--- src/rtl/matmul_pkg.sv ---
// Shared constants, state encoding and byte-lane helper for the result serializer.
// SERIALIZER_CHECKSUM_EN adds a trailing checksum byte to every frame.
package matmul_pkg;

  localparam int MAT_ELEMS      = 9;
  localparam int ELEM_W         = 16;
  localparam int BYTE_W         = 8;
  localparam int RESULT_W       = MAT_ELEMS * ELEM_W;
  localparam int BYTES_PER_ELEM = ELEM_W / BYTE_W;
  localparam int DATA_BYTES     = MAT_ELEMS * BYTES_PER_ELEM;

`ifdef SERIALIZER_CHECKSUM_EN
  localparam int FRAME_BYTES = DATA_BYTES + 1;
`else
  localparam int FRAME_BYTES = DATA_BYTES;
`endif

  localparam int IDX_W = 5;

  typedef enum logic [2:0] {
    IDLE,
    LOAD,
    SEND,
    WAIT_ACK,
    WAIT_DONE,
    DONE
  } ser_state_t;

  // Bit offset of frame byte k: element k/BYTES_PER_ELEM, most significant byte first.
  function automatic int byte_lsb(input int k);
    return (k / BYTES_PER_ELEM) * ELEM_W + (BYTES_PER_ELEM - 1 - (k % BYTES_PER_ELEM)) * BYTE_W;
  endfunction

endpackage

--- src/rtl/result_byte_mux.sv ---
// Combinational selection of frame byte k from the captured product.
// With SERIALIZER_CHECKSUM_EN the index just past the data bytes selects the checksum.
module result_byte_mux
  import matmul_pkg::*;
(
  input  logic [RESULT_W-1:0] i_shadow,
  input  logic [IDX_W-1:0]    i_byte_idx,
`ifdef SERIALIZER_CHECKSUM_EN
  input  logic [BYTE_W-1:0]   i_checksum,
`endif
  output logic [BYTE_W-1:0]   o_byte
);

  always_comb begin
    o_byte = '0;
    for (int k = 0; k < DATA_BYTES; k++) begin
      if (i_byte_idx == IDX_W'(k)) begin
        o_byte = i_shadow[byte_lsb(k) +: BYTE_W];
      end
    end
`ifdef SERIALIZER_CHECKSUM_EN
    if (i_byte_idx == IDX_W'(DATA_BYTES)) begin
      o_byte = i_checksum;
    end
`endif
  end

endmodule

--- src/rtl/result_tx_serializer.sv ---
// Captures the 144-bit matrix product and streams it byte by byte through the uart_tx handshake.
// SERIALIZER_CHECKSUM_EN appends a mod-256 sum of the data bytes as a final byte.
module result_tx_serializer
  import matmul_pkg::*;
(
  input  logic                i_clk,
  input  logic                i_rst,
  input  logic                i_result_valid,
  input  logic [RESULT_W-1:0] i_result,
  input  logic                i_tx_busy,
  output logic                o_tx_start,
  output logic [BYTE_W-1:0]   o_tx_data,
  output logic                o_busy,
  output logic                o_frame_done,
  output logic                o_drop_err
);

  localparam logic [IDX_W-1:0] LAST_IDX = IDX_W'(FRAME_BYTES - 1);

  ser_state_t          r_state;
  logic [RESULT_W-1:0] r_shadow;
  logic [IDX_W-1:0]    r_byte_idx;
  logic                r_tx_start;
  logic [BYTE_W-1:0]   r_tx_data;
  logic                r_busy;
  logic                r_frame_done;
  logic                r_drop_err;
  logic [BYTE_W-1:0]   w_byte;

`ifdef SERIALIZER_CHECKSUM_EN
  logic [BYTE_W-1:0]   r_checksum;
`endif

  result_byte_mux u_byte_mux (
    .i_shadow   (r_shadow),
    .i_byte_idx (r_byte_idx),
`ifdef SERIALIZER_CHECKSUM_EN
    .i_checksum (r_checksum),
`endif
    .o_byte     (w_byte)
  );

  // The shadow only loads in IDLE, so a frame in flight can never be corrupted by a new product.
  always_ff @(posedge i_clk) begin
    if (!i_rst && r_state == IDLE && i_result_valid) begin
      r_shadow <= i_result;
    end
  end

  always_ff @(posedge i_clk) begin
    if (i_rst) begin
      r_state      <= IDLE;
      r_byte_idx   <= '0;
      r_tx_start   <= 1'b0;
      r_tx_data    <= '0;
      r_busy       <= 1'b0;
      r_frame_done <= 1'b0;
      r_drop_err   <= 1'b0;
`ifdef SERIALIZER_CHECKSUM_EN
      r_checksum   <= '0;
`endif
    end else begin
      r_tx_start   <= 1'b0;
      r_frame_done <= 1'b0;
      r_drop_err   <= i_result_valid && (r_state != IDLE);
      case (r_state)
        IDLE: begin
          if (i_result_valid) begin
            r_byte_idx <= '0;
            r_busy     <= 1'b1;
            r_state    <= LOAD;
`ifdef SERIALIZER_CHECKSUM_EN
            r_checksum <= '0;
`endif
          end
        end
        LOAD: begin
          r_tx_data <= w_byte;
          if (!i_tx_busy) begin
            r_tx_start <= 1'b1;
            r_state    <= SEND;
`ifdef SERIALIZER_CHECKSUM_EN
            if (r_byte_idx < IDX_W'(DATA_BYTES)) begin
              r_checksum <= r_checksum + w_byte;
            end
`endif
          end
        end
        SEND: begin
          r_state <= WAIT_ACK;
        end
        WAIT_ACK: begin
          if (i_tx_busy) begin
            r_state <= WAIT_DONE;
          end
        end
        // A byte is complete only once uart_tx drops busy again.
        WAIT_DONE: begin
          if (!i_tx_busy) begin
            if (r_byte_idx == LAST_IDX) begin
              r_state      <= DONE;
              r_busy       <= 1'b0;
              r_frame_done <= 1'b1;
            end else begin
              r_byte_idx <= r_byte_idx + 1'b1;
              r_state    <= LOAD;
            end
          end
        end
        DONE: begin
          r_state <= IDLE;
        end
        default: begin
          r_state <= IDLE;
        end
      endcase
    end
  end

  assign o_tx_start   = r_tx_start;
  assign o_tx_data    = r_tx_data;
  assign o_busy       = r_busy;
  assign o_frame_done = r_frame_done;
  assign o_drop_err   = r_drop_err;

endmodule
--- config.mk ---
export PLATFORM = sky130hd
export DESIGN_NAME = result_tx_serializer
export DESIGN_NICKNAME = d
export VERILOG_FILES = /design/src/rtl/matmul_pkg.sv /design/src/rtl/result_byte_mux.sv /design/src/rtl/result_tx_serializer.sv
export SDC_FILE = /design/constraint.sdc
export NUM_CORES = 1
export LEC_CHECK = 0
export ABC_AREA = 1
export CORE_ASPECT_RATIO = 0.9
export CORE_MARGIN = 1.5
export CORE_UTILIZATION = 50
export CTS_CLUSTER_DIAMETER = 40
export DETAILED_ROUTE_END_ITERATION = 8
export PLACE_DENSITY = 0.8
export SETUP_SLACK_MARGIN = 0.4
export SYNTH_ARGS = -nofsm -noshare
export SYNTH_HDL_FRONTEND = slang
export SYNTH_SLANG_ARGS = --single-unit
--- constraint.sdc ---
create_clock -name i_clk -period 10.89 [get_ports i_clk]
set_input_delay 3.267 -clock i_clk [delete_from_list [all_inputs] [get_ports i_clk]]
set_output_delay 3.267 -clock i_clk [all_outputs]
set_load 0.02 [all_outputs]
==> impl_metrics.sql, run 1 <==
INSERT INTO impl_metrics (metric_group, metric, value, unit) VALUES
('clock_network', 'cts.repair.resized', '0', ''),
('timing', 'max_freq', '191.1', 'MHz'),
('global_route', 'grt_remaining_overflow', '0', ''),
('finish', 'num-nets-final', '999', ''),
('clock_network', 'clock_path_buffers', '2', ''),
('worst_hold_path', 'worst_hold_class', 'register to register', ''),
('die', 'die_area', '14750', 'sq um'),
('logic_synthesis', 'ys_dominant_reg_cell', 'sky130_fd_sc_hd__edfxtp_1', ''),
('timing', 'slew_violations', '0', ''),
('critical_path', 'critPathBufInv', '3', ''),
('clock_network', 'cts.sinks', '164', ''),
('timing', 'report.final.hold_viol_count', '0', ''),
('logic_synthesis', 'synthCells', '679', ''),
('clock_network', 'htree_num_levels', '4', ''),
('finish', 'ff_latch_area', '4725', 'sq um'),
('finish', 'ant_diodes', '0', ''),
('clock_network', 'insertion_delay', '420', 'ps'),
('logic_synthesis', 'synth-async-reset-ratio', '0', ''),
('critical_path', 'critPathLaunchType', 'input pin', ''),
('timing', 'rsz0062_at_grt', 'false', ''),
('finish', 'layout_fillers', '968', ''),
('finish', 'finish.utilization', '0.6947', ''),
('die', 'dieHeight', '115.4', 'um'),
('run', 'cap_viol_max_count', '0', ''),
('global_route', 'antenna_found_initial', '0', ''),
('power', 'ir_drop', '125.1', 'uV'),
('die', 'count_of_standard_cell_rows', '40', ''),
('logic_synthesis', 'post-synth-top-count-cell', 'sky130_fd_sc_hd__nand2_1', ''),
('logic_synthesis', 'synth.largest_area_cell', 'sky130_fd_sc_hd__edfxtp_1', ''),
('critical_path', 'arrival', '5280', 'ps'),
('critical_path', 'cp_max_fo', '77', ''),
('logic_synthesis', 'synth.ff_latch_count', '164', ''),
('critical_path', 'worstSetupPathType', 'input pin to register', ''),
('die', 'floorplan_core_area', '13510', 'sq um'),
('placement', 'dp.final_hpwl', '11920', 'um'),
('worst_hold_path', 'min_to', 'o_tx_data[4]$_SDFFE_PP0P_', ''),
('critical_path', 'worst_setup_path_end_kind', 'register', ''),
('finish', 'layout-drive-gt1-share', '0.09430', ''),
('logic_synthesis', 'yosysWarnings', '0', ''),
('timing', 'max_slew_margin', '0.3124', ''),
('global_route', 'grt_first_pass_wirelength', '25880', 'um'),
('die', 'boundaryPins', '160', ''),
('logic_synthesis', 'postSynthNetCount', '832', ''),
('detailed_routing', 'wirelength', '16630', 'um'),
('finish', 'synthToLayoutAreaGrowth', '33.79', '%'),
('power', 'comb_power_share', '0.161', ''),
('critical_path', 'critical_path.startpoint', 'i_rst', ''),
('power', 'share_clk_of_total_power', '0.383', ''),
('critical_path', 'r2r_cells', '22', ''),
('timing', 'report.final.setup_viol', '0', ''),
('critical_path', 'flop2flop_setup_slack', '7890', 'ps'),
('die', 'die-width', '127.9', 'um'),
('timing', 'final.setup_skew', '7.860', 'ps'),
('logic_synthesis', 'synth.cells.most_frequent', 'sky130_fd_sc_hd__nand2_1 (208), sky130_fd_sc_hd__edfxtp_1 (144), sky130_fd_sc_hd__inv_1 (76)', ''),
('critical_path', 'worstPathRequired', '10940', 'ps'),
('critical_path', 'slowest_delay', '730', 'ps'),
('clock_network', 'cts_root_buffer', 'sky130_fd_sc_hd__clkbuf_16', ''),
('critical_path', 'reg2reg_to', 'o_tx_data[4]$_SDFFE_PP0P_', ''),
('power', 'p_switching', '0.4071', 'mW'),
('critical_path', 'cp_slowest_cell', 'sky130_fd_sc_hd__buf_4', ''),
('die', 'initial_standard_cell_utilization_of_the_core', '0.5193', ''),
('placement', 'final_weighted_congestion_in_routability_driven_placement', '0.8651', ''),
('clock_network', 'cts_buf_count', '17', ''),
('outcome', 'outcome', 'completed', ''),
('clock_network', 'clkTransAtPathRegs', '60', 'ps'),
('detailed_routing', 'drt_pass1_iterations', '7', ''),
('power', 'netSwitchingFraction', '0.2498', ''),
('logic_synthesis', 'synth_cell_types', '27', ''),
('logic_synthesis', 'synth_enable_flop_cells', '144', ''),
('power', 'p_int', '1.222', 'mW'),
('placement', 'numPortBuffers', '159', '');
==> routing by layer <==
metal	global-route usage	wire length, um
met1	0.2867	6688
met2	0.4000	8378
met3	0.05863	1062
met4	0.1026	497
met5	0	0
==> per-stage QoR <==
stage          power (mW)  area (sq um)  cells  hold slack [ps]  setup slack [ps]
4_1_cts             1.636          9388   1027            468.7              5688
5_1_grt             1.695          9388   1027            497.8              5534
6_report            1.629          9388   1027            467.8              5656
3_5_place_dp        1.013          8775    995            458.2              5265
2_1_floorplan      0.8973          7017    679            519.7             670.2
3_3_place_gp        1.003          8775    995            457.8              5306
==> kinds of logic after synthesis <==
family | after synthesis | share of synthesized area
buf+inv | 106 | 0.05920
simple gates | 352 | 0.2197
compound gates | 52 | 0.03887
flops | 164 | 0.6733
fa+ha+maj | 5 | 0.008916
==> power groups by stage <==
stage	clock, mW	combinational, mW	sequential, mW
after global placement	0	0.249	0.755
after CTS	0.632	0.260	0.744
final	0.624	0.262	0.744
after global routing	0.659	0.290	0.746
after detailed placement	0	0.257	0.757
after floorplan	0	0.131	0.767
==> registers in the layout, indices dropped and copies added (netlist names) <==
register      count
o_frame_done      1
o_busy            1
r_shadow        144
r_state           3
o_tx_start        1
r_byte_idx        5
o_drop_err        1
o_tx_data         8
==> final cells by class <==
cell class,count,area share
Clock buffer,19,0.04611
Clock inverter,13,0.01919
Inverter,93,0.03719
Multi-Input combinational cell,409,0.2007
Sequential cell,164,0.5033
Tap cell,168,0.02239
Timing Repair Buffer,161,0.1711
==> cell usage in the layout (no fill, tap or decap), types with 2 or more instances in the layout <==
| master | Yosys | final |
|---|---|---|
| sky130_fd_sc_hd__nand2_1 | 208 | 208 |
| sky130_fd_sc_hd__clkdlybuf4s50_1 | 0 | 159 |
| sky130_fd_sc_hd__edfxtp_1 | 144 | 144 |
| sky130_fd_sc_hd__inv_1 | 76 | 76 |
| sky130_fd_sc_hd__nand3_1 | 53 | 53 |
| sky130_fd_sc_hd__nor2_1 | 34 | 33 |
| sky130_fd_sc_hd__o21ai_0 | 22 | 22 |
| sky130_fd_sc_hd__dfxtp_1 | 20 | 20 |
| sky130_fd_sc_hd__or2_2 | 19 | 19 |
| sky130_fd_sc_hd__a21oi_1 | 18 | 18 |
| sky130_fd_sc_hd__clkbuf_16 | 0 | 17 |
| sky130_fd_sc_hd__inv_2 | 16 | 16 |
| sky130_fd_sc_hd__nor3_1 | 9 | 9 |
| sky130_fd_sc_hd__nand4_1 | 7 | 7 |
| sky130_fd_sc_hd__nor2_2 | 7 | 7 |
| sky130_fd_sc_hd__o21ai_1 | 7 | 7 |
| sky130_fd_sc_hd__or2_1 | 5 | 5 |
| sky130_fd_sc_hd__ha_1 | 5 | 5 |
| sky130_fd_sc_hd__nor2_4 | 3 | 4 |
| sky130_fd_sc_hd__nand2_2 | 4 | 4 |
| sky130_fd_sc_hd__bufinv_16 | 0 | 4 |
| sky130_fd_sc_hd__o211ai_1 | 3 | 3 |
| sky130_fd_sc_hd__clkinv_1 | 1 | 3 |
| sky130_fd_sc_hd__clkinv_2 | 0 | 3 |
| sky130_fd_sc_hd__a211oi_1 | 2 | 2 |
| sky130_fd_sc_hd__nand3b_1 | 2 | 2 |
| sky130_fd_sc_hd__inv_6 | 0 | 2 |
| sky130_fd_sc_hd__clkbuf_1 | 8 | 2 |
| sky130_fd_sc_hd__buf_4 | 2 | 2 |
==> tightest hold or removal path, stage by stage, from the launching register on <==
cell and delay [ps]:
sky130_fd_sc_hd__dfxtp_1 310, sky130_fd_sc_hd__nand2_1 60, sky130_fd_sc_hd__a21oi_1 50
==> how the worst max path moves through the flow <==
stage,end,cells past startpoint
after global placement,r_shadow[48]$_DFFE_PP_,5
after CTS,r_shadow[75]$_DFFE_PP_,5
after detailed placement,r_shadow[75]$_DFFE_PP_,5
after floorplan,r_shadow[0]$_DFFE_PP_,4
after global routing,r_shadow[51]$_DFFE_PP_,5
final,r_shadow[76]$_DFFE_PP_,5
Power figures use the tool's default switching activity.
==> run 2, diff against run 1 <==
- clock period: 10.89 -> 5.4 ns (I/O delays scaled with it)
==> run 2 against run 1 <==
  * Non-clock buffer count unchanged
  * Clock-buffer cell count unchanged
  * Sequential power up 100%
  * Utilization down 0.18 points
  * Combinational power up 99%
  * First-iteration DRC count down 0.66%
  * Via count down 1.0%
  * Clock power up 92%
  * Clock skew down 2.0 ps
  * Largest power group unchanged
==> impl_metrics.sql, run 2 (same netlist as run 1, synthesis figures left out) <==
INSERT INTO impl_metrics (metric_group, metric, value, unit) VALUES
('timing', 'max_slew_margin', '0.2877', ''),
('clock_network', 'cts_buf_count', '17', ''),
('placement', 'dp_worst_setup_slack', '1386', 'ps'),
('finish', 'finalNonFillerCells', '1027', ''),
('outcome', 'outcome', 'completed', ''),
('placement', 'final_weighted_congestion_in_routability_driven_placement', '0.8602', ''),
('clock_network', 'cts_root_buffer', 'sky130_fd_sc_hd__clkbuf_16', ''),
('detailed_routing', 'post_drt_wl_per_cell', '15.93', 'um'),
('power', 'pwr_density_cell', '344.0', 'nW/um^2'),
('critical_path', 'slowest_delay', '750', 'ps'),
('die', 'die-width', '127.9', 'um'),
('timing', 'report.final.setup_viol', '0', ''),
('die', 'floorplan_core_area', '13510', 'sq um'),
('die', 'boundaryPins', '160', ''),
('detailed_routing', 'vias_post_dr', '5225', ''),
('timing', 'rsz0062_at_grt', 'false', ''),
('finish', 'largest_register_ffs', '144', ''),
('finish', 'final_cell_mix', 'sky130_fd_sc_hd__nand2_1 (208), sky130_fd_sc_hd__clkdlybuf4s50_1 (159), sky130_fd_sc_hd__edfxtp_1 (144)', ''),
('clock_network', 'cts.sinks', '164', ''),
('detailed_routing', 'route.detailed.drc', '0', ''),
('global_route', 'antenna_found_initial', '0', ''),
('critical_path', 'arrival', '3650', 'ps'),
('clock_network', 'post_cts.repair.setup_buffers', '0', ''),
('die', 'die_area', '14750', 'sq um'),
('clock_network', 'insertion_delay', '420', 'ps'),
('clock_network', 'tritoncts', 'yes', ''),
('timing', 'max_freq', '277.2', 'MHz'),
('power', 'leakagePower', '3.648', 'nW'),
('finish', 'registers.top_by_ff_count', 'r_shadow', ''),
('placement', 'numPortBuffers', '159', ''),
('timing', 'report.final.hold_viol_count', '0', ''),
('detailed_routing', 'drt-initial-drc-count', '453', ''),
('finish', 'synthToLayoutAreaGrowth', '33.45', '%'),
('global_route', 'grt_first_pass_wirelength', '26110', 'um'),
('finish', 'layout-drive-gt1-share', '0.09546', ''),
('critical_path', 'cp_slowest_cell', 'sky130_fd_sc_hd__buf_4', ''),
('timing', 'final.setup_skew', '5.845', 'ps'),
('timing', 'slew_violations', '0', ''),
('clock_network', 'clkTransAtPathRegs', '60', 'ps'),
('clock_network', 'htree_num_levels', '4', ''),
('detailed_routing', 'postRouteAntennaNets', '0', ''),
('critical_path', 'worstSetupPathType', 'input pin to register', ''),
('run', 'cap_viol_max_count', '0', ''),
('finish', 'ant_diodes', '0', ''),
('placement', 'dp.final_hpwl', '11780', 'um'),
('worst_hold_path', 'worst_hold_class', 'register to register', ''),
('timing', 'final_period_minus_worst_setup_slack', '3607', 'ps'),
('critical_path', 'worstPathRequired', '5440', 'ps'),
('global_route', 'grt_start_max_net_pins', '82', ''),
('detailed_routing', 'drt_pass1_iterations', '6', ''),
('critical_path', 'critPathLaunchType', 'input pin', ''),
('power', 'ir_drop', '235.5', 'uV'),
('critical_path', 'timing.critical_path.cells', 'clkdlybuf4s50_1 -> inv_1 -> nand2_1 -> nor2_4 -> buf_4', ''),
('timing', 'tightest_slew', '1064', 'ps'),
('finish', 'final_common_cell', 'sky130_fd_sc_hd__nand2_1', ''),
('die', 'initial_standard_cell_utilization_of_the_core', '0.5193', ''),
('global_route', 'groute.usage.overall', '0.2365', ''),
('global_route', 'grt_remaining_overflow', '0', ''),
('placement', 'numPlacedInstances', '995', ''),
('die', 'count_of_standard_cell_rows', '40', ''),
('die', 'dieHeight', '115.4', 'um'),
('clock_network', 'cts_hold_repair.buffers', '0', ''),
('global_route', 'vias_in_the_first_global_route', '5254', ''),
('timing', 'setup_ws_post_layout', '1793', 'ps'),
('clock_network', 'clock_path_buffers', '2', ''),
('detailed_routing', 'post_drt_via_cell_ratio', '5.088', ''),
('timing', 'final.setup.tns', '0', 'ps'),
('critical_path', 'worst_setup_path_end_kind', 'register', ''),
('critical_path', 'cp_max_fo', '81', ''),
('detailed_routing', 'wirelength', '16360', 'um'),
('clock_network', 'cts.repair.resized', '0', ''),
('timing', 'holdWs', '470.5', 'ps'),
('finish', 'num-nets-final', '999', ''),
('timing', 'timing.final.crit_share', '0.6680', '');
run 2: per-stage QoR:
stage	utilization	instance area, sq um	total power [mW]
4_1_cts	0.6930	9364	3.232
6_report	0.6930	9364	3.221
3_3_place_gp	0.6494	8775	2.023
3_5_place_dp	0.6494	8775	2.039
2_1_floorplan	-	7024	1.799
5_1_grt	0.6930	9364	3.353
run 2: report_power, final:
group | total [mW] | switching (mW) | internal, mW
sequential | 1.50 | 0.0271 | 1.47
clock | 1.20 | 0.473 | 0.726
combinational | 0.522 | 0.304 | 0.218
run 2: worst paths after layout:
kind | from | end | slack, ps | depth (start not counted)
setup / recovery | i_rst | r_shadow[68]$_DFFE_PP_ | 1790 | 5
hold / removal | o_tx_data[5]$_SDFFE_PP0P_ | o_tx_data[5]$_SDFFE_PP0P_ | 470 | 2
setup reg to reg | r_byte_idx[0]$_SDFFE_PP0P_ | o_tx_data[4]$_SDFFE_PP0P_ | 2460 | 22
hold reg to reg | o_tx_data[5]$_SDFFE_PP0P_ | o_tx_data[5]$_SDFFE_PP0P_ | 470 | 2
run 2: worst max-delay path, delay by kind of cell:
kind                   cells  cell delay, ps
buffers and inverters      3            1710
and+or+nand+nor            2             250
run 2: final cells by class:
class / instances / area, sq um
clock buffer: 19 / 432.9
clock inverter: 13 / 156.4
fill: 966 / 4149
inverter: 93 / 349.1
multi-input combinational: 409 / 1884
sequential: 164 / 4725
tap: 168 / 210.2
timing repair buffer: 161 / 1607
run 2: routing by layer:
| layer | GRT usage | vias up | wire [um] |
|---|---|---|---|
| met1 | 0.3002 | 2445 | 6882 |
| met4 | 0.08390 | 0 | 395 |
| li1 | - | 2569 | - |
| met5 | 0 | - | 0 |
| met2 | 0.4014 | 178 | 8180 |
| met3 | 0.05537 | 33 | 907 |
